--- src/rtl/nrzi_dec.sv ---
// rtl/nrzi_dec.sv - NRZI line decoder with sync-word hunt and framed byte output
// Optional feature macro: NRZI_DEC_UNSTUFF_EN (drops the stuff bit after five decoded 1s in payload)
module nrzi_dec #(
    parameter logic [7:0] SYNC_WORD   = 8'hD5,
    parameter int         FRAME_BYTES = 4
) (
    input  logic       clk,
    input  logic       rst_n,
    input  logic       din,
    input  logic       din_en,
    output logic [7:0] dout,
    output logic       dout_valid,
    output logic       sync_det,
    output logic       frame_end,
    output logic       err
);

    typedef enum logic {
        HUNT    = 1'b0,
        PAYLOAD = 1'b1
    } state_t;

    // Index of the final byte of a frame; byte_cnt counts completed bytes.
    localparam logic [7:0] LAST_BYTE = 8'(FRAME_BYTES - 1);

    state_t     state_q, state_d;
    logic       prev_q;
    logic [7:0] window_q, window_d;
    logic [7:0] shreg_q, shreg_d;
    logic [2:0] bit_cnt_q, bit_cnt_d;
    logic [7:0] byte_cnt_q, byte_cnt_d;
    logic [7:0] dout_d;
    logic       dout_valid_d;
    logic       sync_det_d;
    logic       frame_end_d;

    logic       dec_bit;
    logic [7:0] window_shift;
    logic [7:0] byte_shift;
    logic       take_data;

`ifdef NRZI_DEC_UNSTUFF_EN
    logic [2:0] run_q, run_d;
    logic       err_q, err_d;
`endif

    // A line toggle between consecutive consumed bits decodes as 1.
    assign dec_bit      = din ^ prev_q;
    assign window_shift = {window_q[6:0], dec_bit};
    assign byte_shift   = {shreg_q[6:0], dec_bit};

    // Next-state and pulse decode; nothing moves on cycles without din_en.
    always_comb begin
        state_d      = state_q;
        window_d     = window_q;
        shreg_d      = shreg_q;
        bit_cnt_d    = bit_cnt_q;
        byte_cnt_d   = byte_cnt_q;
        dout_d       = dout;
        dout_valid_d = 1'b0;
        sync_det_d   = 1'b0;
        frame_end_d  = 1'b0;
        take_data    = 1'b0;
`ifdef NRZI_DEC_UNSTUFF_EN
        run_d        = run_q;
        err_d        = 1'b0;
`endif
        if (din_en) begin
            case (state_q)
                HUNT: begin
                    window_d = window_shift;
`ifdef NRZI_DEC_UNSTUFF_EN
                    run_d    = 3'd0;
`endif
                    if (window_shift == SYNC_WORD) begin
                        state_d    = PAYLOAD;
                        bit_cnt_d  = 3'd0;
                        byte_cnt_d = 8'd0;
                        sync_det_d = 1'b1;
                    end
                end
                PAYLOAD: begin
`ifdef NRZI_DEC_UNSTUFF_EN
                    if (run_q == 3'd5) begin
                        // This bit is a stuff bit: never data, and a 1 here is illegal.
                        run_d = 3'd0;
                        if (dec_bit) begin
                            err_d    = 1'b1;
                            state_d  = HUNT;
                            window_d = 8'h00;
                        end
                    end else begin
                        run_d     = dec_bit ? run_q + 3'd1 : 3'd0;
                        take_data = 1'b1;
                    end
`else
                    take_data = 1'b1;
`endif
                end
                default: begin
                    state_d = HUNT;
                end
            endcase

            if (take_data) begin
                shreg_d   = byte_shift;
                bit_cnt_d = bit_cnt_q + 3'd1;
                if (bit_cnt_q == 3'd7) begin
                    dout_d       = byte_shift;
                    dout_valid_d = 1'b1;
                    if (byte_cnt_q == LAST_BYTE) begin
                        frame_end_d = 1'b1;
                        state_d     = HUNT;
                        window_d    = 8'h00;
                        byte_cnt_d  = 8'd0;
`ifdef NRZI_DEC_UNSTUFF_EN
                        run_d       = 3'd0;
`endif
                    end else begin
                        byte_cnt_d = byte_cnt_q + 8'd1;
                    end
                end
            end
        end
    end

    // State, line history and registered one-cycle pulses.
    always_ff @(posedge clk or negedge rst_n) begin
        if (!rst_n) begin
            state_q    <= HUNT;
            prev_q     <= 1'b0;
            window_q   <= 8'h00;
            shreg_q    <= 8'h00;
            bit_cnt_q  <= 3'd0;
            byte_cnt_q <= 8'd0;
            dout       <= 8'h00;
            dout_valid <= 1'b0;
            sync_det   <= 1'b0;
            frame_end  <= 1'b0;
        end else begin
            if (din_en) begin
                prev_q <= din;
            end
            state_q    <= state_d;
            window_q   <= window_d;
            shreg_q    <= shreg_d;
            bit_cnt_q  <= bit_cnt_d;
            byte_cnt_q <= byte_cnt_d;
            dout       <= dout_d;
            dout_valid <= dout_valid_d;
            sync_det   <= sync_det_d;
            frame_end  <= frame_end_d;
        end
    end

`ifdef NRZI_DEC_UNSTUFF_EN
    // Consecutive-1 run tracking and the stuffing-violation pulse.
    always_ff @(posedge clk or negedge rst_n) begin
        if (!rst_n) begin
            run_q <= 3'd0;
            err_q <= 1'b0;
        end else begin
            run_q <= run_d;
            err_q <= err_d;
        end
    end

    assign err = err_q;
`else
    assign err = 1'b0;
`endif

endmodule

--- config.mk ---
export PLATFORM = sky130hd
export DESIGN_NAME = nrzi_dec
export DESIGN_NICKNAME = d
export VERILOG_FILES = /design/src/rtl/nrzi_dec.sv
export SDC_FILE = /design/constraint.sdc
export NUM_CORES = 1
export LEC_CHECK = 0
export ABC_AREA = 1
export BUFFER_PORTS_ARGS = -buffer_cell sky130_fd_sc_hd__buf_4
export CAP_MARGIN = 10
export CORE_AREA = 4 4 68 55
export CTS_BUF_LIST = sky130_fd_sc_hd__clkbuf_16
export DETAILED_ROUTE_END_ITERATION = 6
export DIE_AREA = 0 0 72 59
export PLACE_DENSITY = 0.81
export SYNTH_ARGS = -nofsm -noshare
export SYNTH_HDL_FRONTEND = slang
export SYNTH_SLANG_ARGS = --single-unit
--- constraint.sdc ---
create_clock -name clk -period 3.1 [get_ports clk]
set_input_delay 0.155 -clock clk [delete_from_list [all_inputs] [get_ports clk]]
set_output_delay 0.155 -clock clk [all_outputs]
set_load 0.02 [all_outputs]
==> impl_results.html <==
<table>
<tr><th>Metric</th><th>Value</th></tr>
<tr><th colspan="2">Run status</th></tr>
<tr><td>Result of the run</td><td>completed</td></tr>
<tr><th colspan="2">Setup path</th></tr>
<tr><td>Worst path required time</td><td>3.30 ns</td></tr>
<tr><td>Crit Reg-Reg Startpoint</td><td>bit_cnt_q[0]$_DFFE_PN0P_</td></tr>
<tr><td>Cell repeated most along the worst path</td><td>ha_1</td></tr>
<tr><td>Startpoint type of the worst setup path</td><td>register</td></tr>
<tr><td>Number of cells traversed by the worst register-to-register path</td><td>7</td></tr>
<tr><td>Max stage delay cell, worst path</td><td>dfrtp_1</td></tr>
<tr><td>Worst setup slack for register-to-register paths</td><td>1.39 ns</td></tr>
<tr><td>Worst Path Arrival</td><td>1.91 ns</td></tr>
<tr><td>Largest stage delay on the critical path</td><td>0.39 ns</td></tr>
<tr><td>Origin of the worst setup path</td><td>bit_cnt_q[0]$_DFFE_PN0P_</td></tr>
<tr><td>Top fanout value on the critical path</td><td>22</td></tr>
<tr><td>Destination of the worst register-to-register timing path</td><td>byte_cnt_q[2]$_DFFE_PN0P_</td></tr>
<tr><td>Series of cell instances along the critical path</td><td>ha_1, ha_1, inv_1, nor2_4, inv_2, nand2_1, o21ai_0</td></tr>
<tr><td>Startpoint-to-endpoint class of the critical path</td><td>reg -&gt; reg</td></tr>
<tr><td>Category of the worst setup path capture point</td><td>register</td></tr>
<tr><th colspan="2">Detailed routing</th></tr>
<tr><td>Number of DRC violations after detailed routing</td><td>0</td></tr>
<tr><td>Via Count</td><td>1317</td></tr>
<tr><td>Post-DR vias/cell</td><td>5.046</td></tr>
<tr><td>Total wire length after detailed routing</td><td>3077 µm</td></tr>
<tr><td>Initial DRC count</td><td>98</td></tr>
<tr><td>ANT nets after route</td><td>0</td></tr>
<tr><td>Wire length per cell after detailed routing</td><td>11.79 µm</td></tr>
<tr><td>Iteration count of the initial detailed-routing pass</td><td>4</td></tr>
<tr><th colspan="2">Logic synthesis</th></tr>
<tr><td>Number of storage elements in the synthesis netlist</td><td>38</td></tr>
<tr><td>EDFF count, synth</td><td>0</td></tr>
<tr><td>Post-Synthesis Net Count</td><td>210</td></tr>
<tr><td>Synthesis warning total</td><td>0</td></tr>
<tr><td>Count leader, synth</td><td>nand2_1</td></tr>
<tr><td>Top cells by area, synth</td><td>dfrtp_1 (54%), nand2_1 (13%), nand3_1 (8.0%), inv_1 (5.6%), o21ai_0 (4.0%)</td></tr>
<tr><td>Post-synth cell types</td><td>22</td></tr>
<tr><td>Post-synthesis cell count</td><td>203</td></tr>
<tr><td>Synthesized area</td><td>0.001748 mm²</td></tr>
<tr><td>Top-area cell type share of the netlist area</td><td>54.40%</td></tr>
<tr><td>Synth top cells by count</td><td>nand2_1 (62), dfrtp_1 (38), nand3_1 (28), inv_1 (26), o21ai_0 (14)</td></tr>
<tr><td>Syn Area/Cell</td><td>8.610 µm²</td></tr>
<tr><td>Part of the Yosys area used for sequential elements</td><td>54.40%</td></tr>
<tr><td>Most used flip-flop cell after synthesis</td><td>dfrtp_1</td></tr>
<tr><td>Library cell occupying the most area in the post-synthesis netlist</td><td>dfrtp_1</td></tr>
<tr><td>Fraction of registers with async set/reset</td><td>100.0%</td></tr>
<tr><th colspan="2">Global routing</th></tr>
<tr><td>Wire length of the first global-routing pass</td><td>5382 µm</td></tr>
<tr><td>Via count of the first global-routing pass</td><td>1165</td></tr>
<tr><td>Maximum number of pins on one net before global-route repair</td><td>39</td></tr>
<tr><td>Total gr overflow</td><td>0</td></tr>
<tr><td>Global-route total usage across every layer</td><td>16.95%</td></tr>
<tr><td>Initial antenna violation count</td><td>0</td></tr>
<tr><th colspan="2">Floorplan</th></tr>
<tr><td>I/O pin count</td><td>16</td></tr>
<tr><td>FP Rows</td><td>18</td></tr>
<tr><td>Core region area</td><td>0.003108 mm²</td></tr>
<tr><td>Die boundary height</td><td>59 µm</td></tr>
<tr><td>Area of the die</td><td>0.004248 mm²</td></tr>
<tr><td>Starting density of the core</td><td>56.24%</td></tr>
<tr><td>Horizontal die dimension</td><td>72 µm</td></tr>
<tr><th colspan="2">STA</th></tr>
<tr><td>Setup Skew</td><td>0.004625 ns</td></tr>
<tr><td>Count of final setup violators</td><td>0</td></tr>
<tr><td>Fmax</td><td>583.5 MHz</td></tr>
<tr><td>Final critical path time including I/O delays and setup</td><td>1.714 ns</td></tr>
<tr><td>RSZ-0062 raised after global routing</td><td>false</td></tr>
<tr><td>Final Hold Violating Endpoints</td><td>0</td></tr>
<tr><td>Slew Limit Fails</td><td>0</td></tr>
<tr><td>Crit share post-route</td><td>55.28%</td></tr>
<tr><td>Total Neg Setup Slack</td><td>0 ns</td></tr>
<tr><th colspan="2">Hold path</th></tr>
<tr><td>Path category of the worst min-delay check</td><td>in -&gt; reg</td></tr>
<tr><td>Startpoint of the worst hold path</td><td>din</td></tr>
<tr><td>Hold Crit Endpoint</td><td>prev_q$_DFFE_PN0P_</td></tr>
<tr><td>Worst hold path stage count</td><td>3</td></tr>
<tr><th colspan="2">Clock network</th></tr>
<tr><td>Clock insertion delay at the later pin of the skew report</td><td>0.28 ns</td></tr>
<tr><td>Level count of the clock H-tree</td><td>2</td></tr>
<tr><td>Clock tree from TritonCTS</td><td>done</td></tr>
<tr><td>Cts bufs inserted</td><td>5</td></tr>
<tr><td>Number of buffers on the longest clock path</td><td>2</td></tr>
<tr><td>Clock input transition at the sequential cells of the worst setup and hold paths</td><td>0.06 ns</td></tr>
<tr><td>Clk Tree Root Cell</td><td>clkbuf_16</td></tr>
<tr><td>TritonCTS sink count</td><td>38</td></tr>
<tr><td>Post-CTS setup buffer count</td><td>0</td></tr>
<tr><th colspan="2">Run</th></tr>
<tr><td>Max-cap viol count</td><td>0</td></tr>
<tr><th colspan="2">Placement</th></tr>
<tr><td>HPWL after detailed placement</td><td>2117 µm</td></tr>
<tr><td>Final estimated routing congestion in global placement</td><td>0.8208</td></tr>
<tr><td>Count of placed standard cells including taps</td><td>252</td></tr>
<tr><td>Port Buffer Count</td><td>14</td></tr>
<tr><th colspan="2">Power and ir drop</th></tr>
<tr><td>Maximum vdd drop</td><td>0.4230 mV</td></tr>
<tr><td>Standby leakage power</td><td>1.079 nW</td></tr>
<tr><td>Cell area power density</td><td>604.0 mW/mm²</td></tr>
<tr><th colspan="2">Layout</th></tr>
<tr><td>Synth-to-layout area growth</td><td>17.82%</td></tr>
<tr><td>Fin cells</td><td>261</td></tr>
<tr><td>Final-stage net count</td><td>227</td></tr>
<tr><td>Fraction of layout cells with a size suffix above 1</td><td>15.38%</td></tr>
<tr><td>Diodes inserted</td><td>0</td></tr>
</table>
-- registers in the layout (all words and copies together), names as in the netlist --
| name | flops |
|---|---|
| bit_cnt_q | 3 |
| byte_cnt_q | 8 |
| dout | 8 |
| dout_valid | 1 |
| frame_end | 1 |
| prev_q | 1 |
| shreg_q | 7 |
| state_q | 1 |
| sync_det | 1 |
| window_q | 7 |
-- power by group --
group          total [mW]  leakage [nW]  internal (mW)  switching [mW]
Combinational      0.0643         0.481         0.0202          0.0441
Clock               0.641        0.0915          0.457           0.183
Sequential          0.539         0.507          0.523          0.0161
Total                1.24          1.08           1.00           0.243
-- metrics by stage --
step / power [mW] / utilization, % / hold WS (ns) / setup WS (ns) / instance area [µm²]
after floorplan: 0.5869 / - / -0.1406 / 1.730 / 1748
after global placement: 0.6076 / 59.86 / 0.1436 / 1.473 / 1861
after detailed placement: 0.6110 / 59.86 / 0.1479 / 1.396 / 1861
after CTS: 1.253 / 66.26 / 0.1188 / 1.376 / 2059
after global routing: 1.292 / 66.26 / 0.1428 / 1.247 / 2059
final: 1.244 / 66.26 / 0.1109 / 1.386 / 2059
-- cell usage in the layout (no fill, tap or decap), types with 2 or more instances in the layout --
cell type and n:
o21ai_0 14, inv_1 26, a21oi_1 2, o21ai_2 6, nor2_4 2, clkbuf_16 5
buf_4 14, dfrtp_1 38, nor3_1 2, nand2_1 62, ha_1 3, bufinv_16 2
nand3_1 28, nor2_1 7
-- worst max path at each step --
stage | cells past startpoint | to
6_report | 7 | byte_cnt_q[2]$_DFFE_PN0P_
5_1_grt | 7 | byte_cnt_q[2]$_DFFE_PN0P_
4_1_cts | 7 | byte_cnt_q[2]$_DFFE_PN0P_
3_5_place_dp | 7 | byte_cnt_q[2]$_DFFE_PN0P_
3_3_place_gp | 7 | byte_cnt_q[2]$_DFFE_PN0P_
2_1_floorplan | 8 | byte_cnt_q[1]$_DFFE_PN0P_
-- worst max-delay path: cells and delay by family, from the launching register on --
kind	cells	cell delay [ns]
buffers and inverters	2	0.47
AND/OR/NAND/NOR	2	0.18
AO/OA/AOI/OAI	1	0.17
flip-flops	1	0.39
adder cells (fa/ha/maj)	2	0.42
-- metal layers --
| metal | vias up | share of wire (%) | track usage, % |
|---|---|---|---|
| met3 | 4 | 4.1 | 5.254 |
| met5 | - | 0 | 0 |
| met2 | 22 | 44 | 25.92 |
| li1 | 680 | - | - |
| met4 | 0 | 1.8 | 6.434 |
| met1 | 611 | 50 | 22.89 |
-- area by class of cell --
cell class	count	area, µm²
sequential	38	950.9
inverter	27	101.3
clock inverter	3	63.81
tap	40	50.05
timing repair buffer	15	115.1
clock buffer	5	125.1
multi-input combinational	133	653.1
fill	251	1049
-- cell families after synthesis --
logic type / after synthesis / share of synthesized area [%]
and+or+nand+nor: 106 / 27.13
DFF: 38 / 54.40
other: 1 / 0.2145
adders and majority gates: 3 / 2.148
buffers and inverters: 32 / 8.231
AOI/OAI and AO/OA: 23 / 7.874
-- repair_timing --
item	in CTS	in global routing
endpoints found under the hold margin	38	0
hold buffers	1	0
resized for setup	0	0
Note: power is estimated with default switching activity, not from simulation.
